[src/rtl/tt_um_hoene_protocol_sequencer_pkg.sv]
// Shared types and constants for the smart-LED frame sequencer.
// State encoding, word width and default test pattern.
package tt_um_hoene_protocol_sequencer_pkg;

    localparam int WORD_BITS = 32;
    localparam logic [WORD_BITS-1:0] DEFAULT_TEST_PATTERN = 32'hFF00_FF00;

    typedef enum logic [2:0] {
        ST_SYNC    = 3'd0,
        ST_IDLE    = 3'd1,
        ST_CAPTURE = 3'd2,
        ST_FORWARD = 3'd3,
        ST_TEST    = 3'd4
    } state_t;

endpackage

[src/rtl/tt_um_hoene_protocol_sequencer_word_shifter.sv]
// MSB-first serial-in/parallel-out word register with synchronous clear.
// Used to collect this LED's own data word.
module tt_um_hoene_word_shifter
    import tt_um_hoene_protocol_sequencer_pkg::*;
(
    input  logic                 clk,
    input  logic                 rst,
    input  logic                 clr,
    input  logic                 en,
    input  logic                 din,
    output logic [WORD_BITS-1:0] q
);

    always_ff @(posedge clk) begin
        if (rst || clr) begin
            q <= '0;
        end else if (en) begin
            q <= {q[WORD_BITS-2:0], din};
        end
    end

endmodule

[src/rtl/tt_um_hoene_protocol_sequencer.sv]
// Frame sequencer: strips the first word of each frame for this LED,
// forwards the rest, and publishes the word (or a test pattern) at frame end.
//
// state   | meaning
// SYNC    | after reset, waiting for an inter-frame gap
// IDLE    | gap, waiting for the next frame
// CAPTURE | shifting in this LED's own word
// FORWARD | passing remaining bits downstream
// TEST    | counters flagged test mode, output suppressed
module tt_um_hoene_protocol_sequencer
    import tt_um_hoene_protocol_sequencer_pkg::*;
#(
    parameter logic [31:0] TEST_PATTERN = DEFAULT_TEST_PATTERN
) (
    input  logic        clk,
    input  logic        rst,
    input  logic        s_clk,
    input  logic        s_data,
    input  logic        s_frame,
    input  logic [4:0]  bit_counter,
    input  logic        test_mode,
    output logic [31:0] led_word,
    output logic        led_valid,
    output logic        fwd_clk,
    output logic        fwd_data,
    output logic        fwd_frame
);

    state_t state, state_nxt;

    logic                 shift_clr;
    logic                 shift_en;
    logic [WORD_BITS-1:0] shift_q;
    logic                 fwd_clk_nxt;
    logic                 fwd_data_nxt;
    logic                 pub_word;
    logic                 pub_test;

    tt_um_hoene_word_shifter u_shifter (
        .clk (clk),
        .rst (rst),
        .clr (shift_clr),
        .en  (shift_en),
        .din (s_data),
        .q   (shift_q)
    );

    always_ff @(posedge clk) begin
        if (rst) begin
            state <= ST_SYNC;
        end else begin
            state <= state_nxt;
        end
    end

    // Frame end has priority over test mode, which has priority over shifting.
    always_comb begin
        state_nxt    = state;
        shift_clr    = 1'b0;
        shift_en     = 1'b0;
        fwd_clk_nxt  = 1'b0;
        fwd_data_nxt = 1'b0;
        pub_word     = 1'b0;
        pub_test     = 1'b0;
        case (state)
            ST_SYNC: begin
                if (!s_frame) state_nxt = ST_IDLE;
            end
            ST_IDLE: begin
                if (s_frame) begin
                    state_nxt = ST_CAPTURE;
                    shift_clr = 1'b1;
                end
            end
            ST_CAPTURE: begin
                if (!s_frame) begin
                    state_nxt = ST_IDLE;
                end else if (test_mode) begin
                    state_nxt = ST_TEST;
                end else if (s_clk) begin
                    shift_en = 1'b1;
                    if (bit_counter == 5'd0) state_nxt = ST_FORWARD;
                end
            end
            ST_FORWARD: begin
                if (!s_frame) begin
                    state_nxt = ST_IDLE;
                    pub_word  = 1'b1;
                end else if (test_mode) begin
                    state_nxt = ST_TEST;
                end else begin
                    fwd_clk_nxt  = s_clk;
                    fwd_data_nxt = s_clk & s_data;
                end
            end
            ST_TEST: begin
                if (!s_frame) begin
                    state_nxt = ST_IDLE;
                    pub_test  = 1'b1;
                end
            end
            default: state_nxt = ST_SYNC;
        endcase
    end

    always_ff @(posedge clk) begin
        if (rst) begin
            led_word  <= '0;
            led_valid <= 1'b0;
            fwd_clk   <= 1'b0;
            fwd_data  <= 1'b0;
            fwd_frame <= 1'b0;
        end else begin
            fwd_clk   <= fwd_clk_nxt;
            fwd_data  <= fwd_data_nxt;
            fwd_frame <= s_frame;
            led_valid <= pub_word | pub_test;
            if (pub_word) begin
                led_word <= shift_q;
            end else if (pub_test) begin
                led_word <= TEST_PATTERN;
            end
        end
    end

endmodule

[config.mk]
export PLATFORM = sky130hd
export DESIGN_NAME = tt_um_hoene_protocol_sequencer
export DESIGN_NICKNAME = d
export VERILOG_FILES = /design/src/rtl/tt_um_hoene_protocol_sequencer_pkg.sv /design/src/rtl/tt_um_hoene_protocol_sequencer_word_shifter.sv /design/src/rtl/tt_um_hoene_protocol_sequencer.sv
export SDC_FILE = /design/constraint.sdc
export NUM_CORES = 1
export LEC_CHECK = 0
export ABC_AREA = 1
export CORE_MARGIN = 5
export CORE_UTILIZATION = 40
export DETAILED_ROUTE_END_ITERATION = 7
export GPL_TIMING_DRIVEN = 0
export MAX_ROUTING_LAYER = met4
export PLACE_DENSITY_LB_ADDON = 0.05
export SLEW_MARGIN = 20
export SYNTH_ARGS = -nofsm -noshare
export SYNTH_HDL_FRONTEND = slang
export SYNTH_HIERARCHICAL = 1
export SYNTH_SLANG_ARGS = --single-unit
[constraint.sdc]
create_clock -name clk -period 2.1 [get_ports clk]
set_input_delay 0.42 -clock clk [delete_from_list [all_inputs] [get_ports clk]]
set_output_delay 0.42 -clock clk [all_outputs]
set_load 0.01 [all_outputs]
Yosys cells after proc, flatten, opt, wreduce, memory -nomap -nowiden. Index checks and enable logic that the tools add are counted.

Equal/unequal tests: 9. Mux-type cells: 20. Bitwise gates (word level): 4. Reductions and logical operators: 7.

Operator list (count): $mux W32 (2); $mux W3 (8); $pmux W3 S4 (1); $mux W1 (9); $ne A4 B4 Y1 const B (2); $eq A3 B2 Y1 const B (2); $logic_not A5 Y1 (1); $reduce_and A5 Y1 (1); $ne A2 B2 Y1 const B (2); $reduce_or A4 Y1 (1); $eq A3 B1 Y1 const B (1); $eq A3 B3 Y1 const B (1); $logic_not A3 Y1 (1); $ne A3 B3 Y1 const B (1); $not A1 Y1 (2); $reduce_bool A2 Y1 (1); $reduce_or A2 Y1 (1); $and A1 B1 Y1 (1); $logic_or A1 B1 Y1 (1); $or A1 B1 Y1 (1).

Register bits: 71. Input port bits: 11. Output and inout port bits: 36.

Longest topological paths before layout. Gate-level depths: netlist of the first run.

Depth after elaboration: 6. Depth in mapped cells: 9. Mapped depth without buffers: 9.

Hierarchy. The synthesis of the first run kept the hierarchy.

By module, submodules not included: tt_um_hoene_protocol_sequencer (instances 1, cells an instance 203, area each 1615.3 um^2, sequential area each 780.7 um^2); tt_um_hoene_word_shifter (instances 1, cells an instance 203, area each 1356.3 um^2, sequential area each 640.6 um^2).

Least setup slack after synthesis of the first run. No wires, ideal clock.

Kind: in2reg. Start: input s_frame. End: register u_shifter.q[28]. Setup time: 62 ps. Data arrival time: 1401 ps. Data required time: 2038 ps. Setup slack: 637 ps. Cell stages on the path: 7. Path buffers: 2. Cell sequence: inv_1 -> clkbuf_1 -> nor2_1 -> nor2_4 -> buf_6 -> nand2_1 -> nor2_2.

Cells in the longest elaborated chain, start to end: 3. Elaborated cells between the ends (all ways): 5. Classes of those cells: 4 x mux; 1 x reduce/logical.

RTL lines: start, declared (RTL line tt_um_hoene_protocol_sequencer.sv:19) `input logic s_frame,`; $mux W1 (RTL line tt_um_hoene_protocol_sequencer.sv:70) `if (s_frame) begin`; $mux W1 (RTL line tt_um_hoene_protocol_sequencer.sv:65) `case (state)`; net shift_clr (RTL line tt_um_hoene_protocol_sequencer.sv:31) `logic shift_clr;`; $logic_or A1 B1 Y1 (RTL line tt_um_hoene_protocol_sequencer_word_shifter.sv:15) `if (rst || clr) begin`; end signal, assigned (RTL line tt_um_hoene_protocol_sequencer_word_shifter.sv:18) `q <= {q[WORD_BITS-2:0], din};`; end, declared (RTL line tt_um_hoene_protocol_sequencer_word_shifter.sv:11) `output logic [WORD_BITS-1:0] q`.

The timed path passes the listed nets, and every way through them passes these cells. A chain may end at the register's enable or synchronous reset.

Worst setup path in the final report of the first run.
Start: input s_frame. End: register led_word[0].

Cells in the longest elaborated chain, start to end: 3. Elaborated cells between the ends (all ways): 5. Classes of those cells: 4 x mux; 1 x reduce/logical.

RTL lines: $mux W1 * (RTL line tt_um_hoene_protocol_sequencer.sv:86, tt_um_hoene_protocol_sequencer.sv:97); $mux W1 (RTL line tt_um_hoene_protocol_sequencer.sv:65); $mux W32 or $reduce_bool A2 Y1 (tied branches); end signal, assigned (RTL line tt_um_hoene_protocol_sequencer.sv:119) `led_word <= shift_q;`; end, declared (RTL line tt_um_hoene_protocol_sequencer.sv:22) `output logic [31:0] led_word,`.

Every way passes the cells marked *; elsewhere a longest branch is shown, timed or not.

==> key figures, run 1 <==
Critical path
  • CP Class: in -> reg
  • Crit-path max cell delay: about 0.48 ns
  • Arrival @ worst endpoint: around 2.1 ns
  • Req. time, crit path: ~2.3 ns
  • Worst setup EP type: flip-flop
  • CP Launch Type: input port
  • CP cell instances: clkdlybuf4s50_1 -> inv_1 -> nand3_1 -> nand2_4 -> inv_4 -> buf_12 -> nand2_2 -> a21oi_2
  • CP Max Fanout: 15
  • Worst Reg-to-Reg Cells: 8
  • Crit path max-delay cell type: clkdlybuf4s50_1

Floorplanning
  • Die W: around 96 um
  • Area of the die: about 9300 um^2
  • IO Count: 47
  • Initial core utilization: approximately two fifths
  • Die height: about 96 um
  • CORE AREA: between 7000 and 8000 um^2
  • Num rows: 31

Route
  • Number of remaining DRC errors: 0
  • Detailed Routing Iterations Pass 1: 4
  • Final wirelength: 6447 um
  • Drt via density: 4.430
  • 1st-iter DRT viols: slightly below 70
  • Post-route ant nets: 0
  • Wire per inst: around 11 um
  • Vias: between 2000 and 3000

Final layout
  • Layout fillers: about 770
  • Final Util: about half
  • ANT cells: 0
  • Share of cells above drive strength 1: around an eighth
  • Layout overhead on the synthesized area: 24.76%
  • Final net count: 473

Clock network
  • H-tree lvl count: 3
  • Total CTS buffers: 9
  • Clk sinks: 71
  • Post-cts sizing count: 0
  • Longest Clk Path Bufs: 2
  • Cts hold-fix bufs: 0
  • Worst-path clk slew: roughly 0.070 ns
  • Post-CTS setup buffer count: 0
  • Clock latency on the worst-skew pair: about 0.33 ns
  • CTS tree: built
  • Root Buffer: clkbuf_8

Synthesis
  • Netlist cell types: 25
  • Syn. warnings: 6
  • Post-synthesis register bit count: between 70 and 80
  • Synth top area share: roughly 48%
  • Post-synth top area cell: dfxtp_1
  • Sequential share of the synthesized area: 47.83%
  • Syn_area_per_cell: approximately 7.3 um^2
  • Synth Cell Area: 2972 um^2
  • Syn Nets: between 400 and 500
  • Mapped Cells: 406
  • Top cells by area, synth: dfxtp_1 (48%), nor2_1 (14%), nand2_1 (10%)

Outcome
  • Outcome: finished clean

Worst hold path
  • Hold depth: 2
  • Hold Crit Class: reg -> reg

Timing
  • # setup viols final: 0
  • Pins Over Slew Limit: 0
  • Relative slew slack: about 65%
  • Hold Fails Final Rpt: 0
  • Worst Tran Pin Value: 0.5218 ns
  • Fmax: 536.1 MHz
  • Fin crit period: about 1.9 ns
  • Unrepaired setup endpoints after global routing: no
  • Tcrit/Tclk final: roughly nine tenths
  • Final Skew: just over 0.006 ns

Global route
  • First-pass GRT wire length: 10840 um
  • Initial antenna violation count: 0
  • Total congestion overflow: 0
  • Largest net degree at the start of global routing: 12
  • Global Route Usage Sum: 15.57%
  • Vias in the first global route: about 2400

Placed design
  • Dpl hpwl: approximately 4500 um
  • IO buf count: 46
  • Routability cong.: roughly 0.8

Job
  • Max-cap viol count: 0

Power
  • Maximum vdd drop: 458.9 uV
  • Design Power: around 3300 uW
  • Lkg Pwr: ~0.0014 uW
  • Pwr dens: between 800 and 900 nW/um^2
-- synth_stat cells --
cell      count
nor2_1      110
nand2_1      81
dfxtp_1      71
inv_1        42
nand3_1      23
o21ai_0      16
nand2_2      11
a21oi_2       9
a21oi_1       8
buf_6         8
buf_2         4
buf_4         3
clkbuf_1      3
nor2_2        3
nand2_4       2
nand4_1       2
nor3_1        2
and2_1        1
buf_12        1
inv_2         1
inv_4         1
nor2_4        1
nor2_8        1
nor3_2        1
o211ai_1      1
-- cell families (layout without fill, tap and decap cells) --
group	count (synthesis)	count (layout)	synth area share [%]
buffers and inverters	63	123	11.16
and+or+nand+nor	238	238	34.06
AOI/OAI and AO/OA	34	34	6.948
DFF	71	71	47.83
-- metal layers --
| layer | wire length [um] | GRT usage [%] | vias to the layer above |
|---|---|---|---|
| met5 | 0 | - | - |
| met4 | 116 | 6.517 | 0 |
| met3 | 268 | 3.127 | 11 |
| met2 | 2865 | 23.58 | 50 |
| met1 | 3195 | 20.19 | 1099 |
| li1 | - | - | 1343 |
-- through the flow --
step                      cell area, um^2  setup TNS (ns)  setup WS [ns]  hold slack, ns  cells
after global routing                 3707               0         0.1083          0.4771    565
after CTS                            3711               0         0.1468          0.4654    566
final                                3707               0         0.2345          0.4612    565
after global placement               3556          -5.528        -0.1942          0.4509    551
after floorplan                      2972               0         0.6368          0.4439    406
after detailed placement             3556          -4.783        -0.1982          0.4517    551
-- layout make-up --
class	instances	area (um^2)	area share, %
Timing Repair Buffer	46	460.4	12.42
Inverter	44	167.7	4.522
Clock inverter	4	23.77	0.6412
Multi-Input combinational cell	272	1219	32.87
Buffer	18	160.2	4.320
Tap cell	99	123.9	3.341
Clock buffer	11	131.4	3.544
Sequential cell	71	1421	38.34
-- power breakdown --
part / total, uW / internal (uW) / switching, uW
Combinational: 867 / 386 / 482
Clock: 895 / 419 / 476
Sequential: 1560 / 1470 / 90.8
-- layout by cell type, fill, tap and decap left out, types with 2 or more instances in the layout --
master	Yosys	routed
nand2_2	11	11
nand2_4	2	2
o21ai_0	16	16
nand3_1	23	23
nor2_2	3	3
nor2_1	110	110
nor3_1	2	2
dfxtp_1	71	71
buf_6	8	8
buf_2	4	4
clkinv_2	0	3
clkbuf_1	3	4
inv_1	42	42
nand2_1	81	81
nand4_1	2	2
clkdlybuf4s50_1	0	46
a21oi_1	8	8
buf_4	3	3
a21oi_2	9	9
clkbuf_8	0	9
-- worst max-delay path, delay by kind of cell --
family | cells | cell delay (ns)
buffers and inverters | 4 | 1.14
AO/OA/AOI/OAI | 1 | 0.05
AND/OR/NAND/NOR | 3 | 0.46
-- path summary, 6_finish.rpt --
check	startpoint	end	slack, ns
setup reg to reg	state[0]	led_word[0]	0.55
hold reg to reg	led_word[7]	led_word[7]	0.46
setup / recovery	s_frame	led_word[0]	0.23
hold / removal	led_word[7]	led_word[7]	0.46
-- registers in the layout, summed over array words and instances, names as in the netlist --
signal	cells
fwd_clk	1
led_valid	1
fwd_frame	1
led_word	32
u_shifter/q	32
fwd_data	1
state	3
(Power assumes the default switching activity.)
==> run 2: changes to the inputs <==
--- a/config.mk
+++ b/config.mk
@@ -12,6 +12,7 @@
 export GPL_TIMING_DRIVEN = 0
 export MAX_ROUTING_LAYER = met4
 export PLACE_DENSITY_LB_ADDON = 0.05
+export RECOVER_POWER = 50
 export SLEW_MARGIN = 20
 export SYNTH_ARGS = -nofsm -noshare
 export SYNTH_HDL_FRONTEND = slang
==> run 2 against run 1 <==
Effect of this change: worst hold slack lost 0.0028 ns; largest cell class unchanged; register-to-register slack barely moved; critical path depth did not move; core utilization fell by 0.17 points; final area is 0.34% lower; clock power hardly changed; clock skew is 0.0018 ns lower; die area is the same; first-iteration DRC count up 4.3%; sequential cell count did not move; highest routed layer unchanged; clock-buffer cell count unchanged.
==> key figures, run 2 (synthesized netlist as in run 1, its figures left out) <==
Floorplanning
  • Die W: 96.19 um (unchanged)
  • Area of the die: 9253 um^2 (unchanged)
  • Die height: 96.19 um (unchanged)
  • Num rows: 31 (unchanged)
  • Initial core utilization: 40.97% (unchanged)
  • CORE AREA: 7253 um^2 (unchanged)
  • IO Count: 47 (unchanged)

Critical path
  • CP Class: in -> reg
  • R2R Setup Slk: 0.54 ns (about the same)
  • Worst Reg-to-Reg Cells: 8 (unchanged)
  • Crit path from: s_frame
  • Reg-to-Reg Start: state[0]
  • Arrival @ worst endpoint: 2.06 ns (-0.02 ns)
  • R2r endpoint: led_word[0]
  • CP Max Fanout: 15 (unchanged)
  • Critical Path End: led_word[0]
  • Worst setup EP type: flip-flop
  • Req. time, crit path: 2.29 ns (-0.02 ns)
  • CP Launch Type: input port

Power
  • Pint: 2244 uW (-1.4%)
  • Maximum vdd drop: 449.3 uV (-2.1%)
  • Clock network power share: 27.2% (+0.3 points)
  • Pwr dens: 889.7 nW/um^2 (-0.76%)
  • Psw: 1043 uW (-0.52%)
  • Lkg Pwr: 0.001510 uW (+8.3%)
  • Sw frac: 31.74% (+0.18 points)
  • Sequential power share: 47.4% (+0.4 points)
  • Comb pwr share: 25.4% (-0.7 points)

Clock network
  • Cts hold-fix bufs: 0 (unchanged)
  • Total CTS buffers: 9 (unchanged)
  • Longest Clk Path Bufs: 2 (unchanged)
  • Clk sinks: 71 (unchanged)
  • Clock latency on the worst-skew pair: 0.33 ns (about the same)
  • H-tree lvl count: 3 (unchanged)
  • CTS tree: built
  • Post-cts sizing count: 0 (unchanged)
  • Root Buffer: clkbuf_8
  • Post-CTS setup buffer count: 0 (unchanged)
  • Worst-path clk slew: 0.07 ns (about the same)

Placed design
  • IO buf count: 46 (unchanged)
  • Post-placement cell count: 551 (unchanged)
  • Dpl hpwl: 4480 um (unchanged)
  • Routability cong.: 0.8118 (unchanged)

Timing
  • Pins Over Slew Limit: 0 (unchanged)
  • Tcrit/Tclk final: 89.33% (+0.50 points)
  • Fmax: 533.1 MHz (-0.56%)
  • Final Skew: 0.004380 ns (-0.001787 ns)
  • # setup viols final: 0 (unchanged)
  • Hold_ws: 0.4584 ns (-0.002843 ns)
  • Fin crit period: 1.876 ns (+0.01044 ns)
  • Relative slew slack: 55.26% (-9.9 points)
  • Worst Tran Pin Value: 0.6710 ns (+0.1493 ns)
  • Hold Fails Final Rpt: 0 (unchanged)
  • Unrepaired setup endpoints after global routing: no
  • Sum Neg Setup Slack: 0 ns (unchanged)

Final layout
  • Layout overhead on the synthesized area: 24.34%
  • Fin cells: 565 (unchanged)
  • ANT cells: 0 (unchanged)
  • Layout fillers: 771 (+0.52%)
  • Commonest cells after routing, fill and taps aside: nor2_1 (110), nand2_1 (81), dfxtp_1 (71)
  • Top Registers: led_word x32, u_shifter/q x32, state x3
  • Share of cells above drive strength 1: 12.23% (-0.43 points)
  • Most common cell after layout, fill and taps aside: nor2_1
  • Final net count: 473 (unchanged)

Route
  • Number of remaining DRC errors: 0 (unchanged)
  • Wire per inst: 11.32 um (-0.78%)
  • Post-route ant nets: 0 (unchanged)
  • Final wirelength: 6397 um (-0.78%)
  • Detailed Routing Iterations Pass 1: 4 (unchanged)
  • Drt via density: 4.421 (-0.20%)
  • 1st-iter DRT viols: 72 (+4.3%)
  • Vias: 2498 (-0.20%)

Global route
  • Global Route Usage Sum: 15.57% (unchanged)
  • Vias in the first global route: 2375 (unchanged)
  • Total congestion overflow: 0 (unchanged)
  • First-pass GRT wire length: 10840 um (unchanged)
  • Initial antenna violation count: 0 (unchanged)
  • Largest net degree at the start of global routing: 12 (unchanged)

Job
  • Max-cap viol count: 0 (unchanged)

Outcome
  • Outcome: finished clean

Worst hold path
  • Hold Crit Class: reg -> reg
run 2: cell types whose count changed in the layout (fill, tap and decap cells not counted), sizes merged:
| cell | previous run | this run |
|---|---|---|
| clkdlybuf4s50 | 46 | 10 |
| clkbuf | 13 | 15 |
| buf | 16 | 14 |
| dlygate4sd3 | 0 | 36 |
run 2: layout make-up:
cell class / instances / area (um^2) / area share, %
flip-flops and latches: 71 / 1421 / 38.47
multi-input cells: 272 / 1214 / 32.85
repair buffers: 46 / 460.4 / 12.46
inverters: 44 / 167.7 / 4.538
plain buffers: 18 / 152.6 / 4.131
clock buffers: 11 / 131.4 / 3.556
well taps: 99 / 123.9 / 3.353
clock inverters: 4 / 23.77 / 0.6434
run 2: worst max-delay path, stage by stage:
cell             delay (ns)
clkdlybuf4s50_1        0.48
inv_1                  0.42
nand3_1                0.21
nand2_4                0.19
inv_4                  0.08
buf_12                 0.15
nand2_2                0.06
a21oi_2                0.05
run 2: through the flow:
stage,util [%],setup WS [ns],total power [uW],instance area (um^2)
after floorplan,-,0.6368,2173,2972
after global placement,49.03,-0.1942,2458,3556
after detailed placement,49.03,-0.1982,2467,3556
after CTS,51.16,0.1468,3390,3711
after global routing,50.94,0.08145,3525,3695
final,50.94,0.2241,3287,3695
run 2: worst min path at each step:
stage / start / to / cells after the start
after floorplan: u_shifter/q[31] / u_shifter/q[31] / 2
after global placement: led_word[7] / led_word[7] / 2
after detailed placement: led_word[5] / led_word[5] / 2
after CTS: led_word[22] / led_word[22] / 2
after global routing: led_word[4] / led_word[4] / 2
final: led_word[7] / led_word[7] / 2
run 2: metal layers:
layer | up-vias | track usage (%) | share of wire [%]
met2 | 48 | 23.58 | 45
met4 | 0 | 6.517 | 1.4
met3 | 7 | 3.127 | 3.8
met1 | 1099 | 20.19 | 50
met5 | - | - | 0
li1 | 1344 | - | -
run 2: power by group through the flow:
stage,registers [uW],logic (uW),clock network [uW]
after detailed placement,1590,875,0
after global routing,1580,949,997
final,1560,835,894
after global placement,1590,869,0
after floorplan,1620,557,0
after CTS,1560,878,951
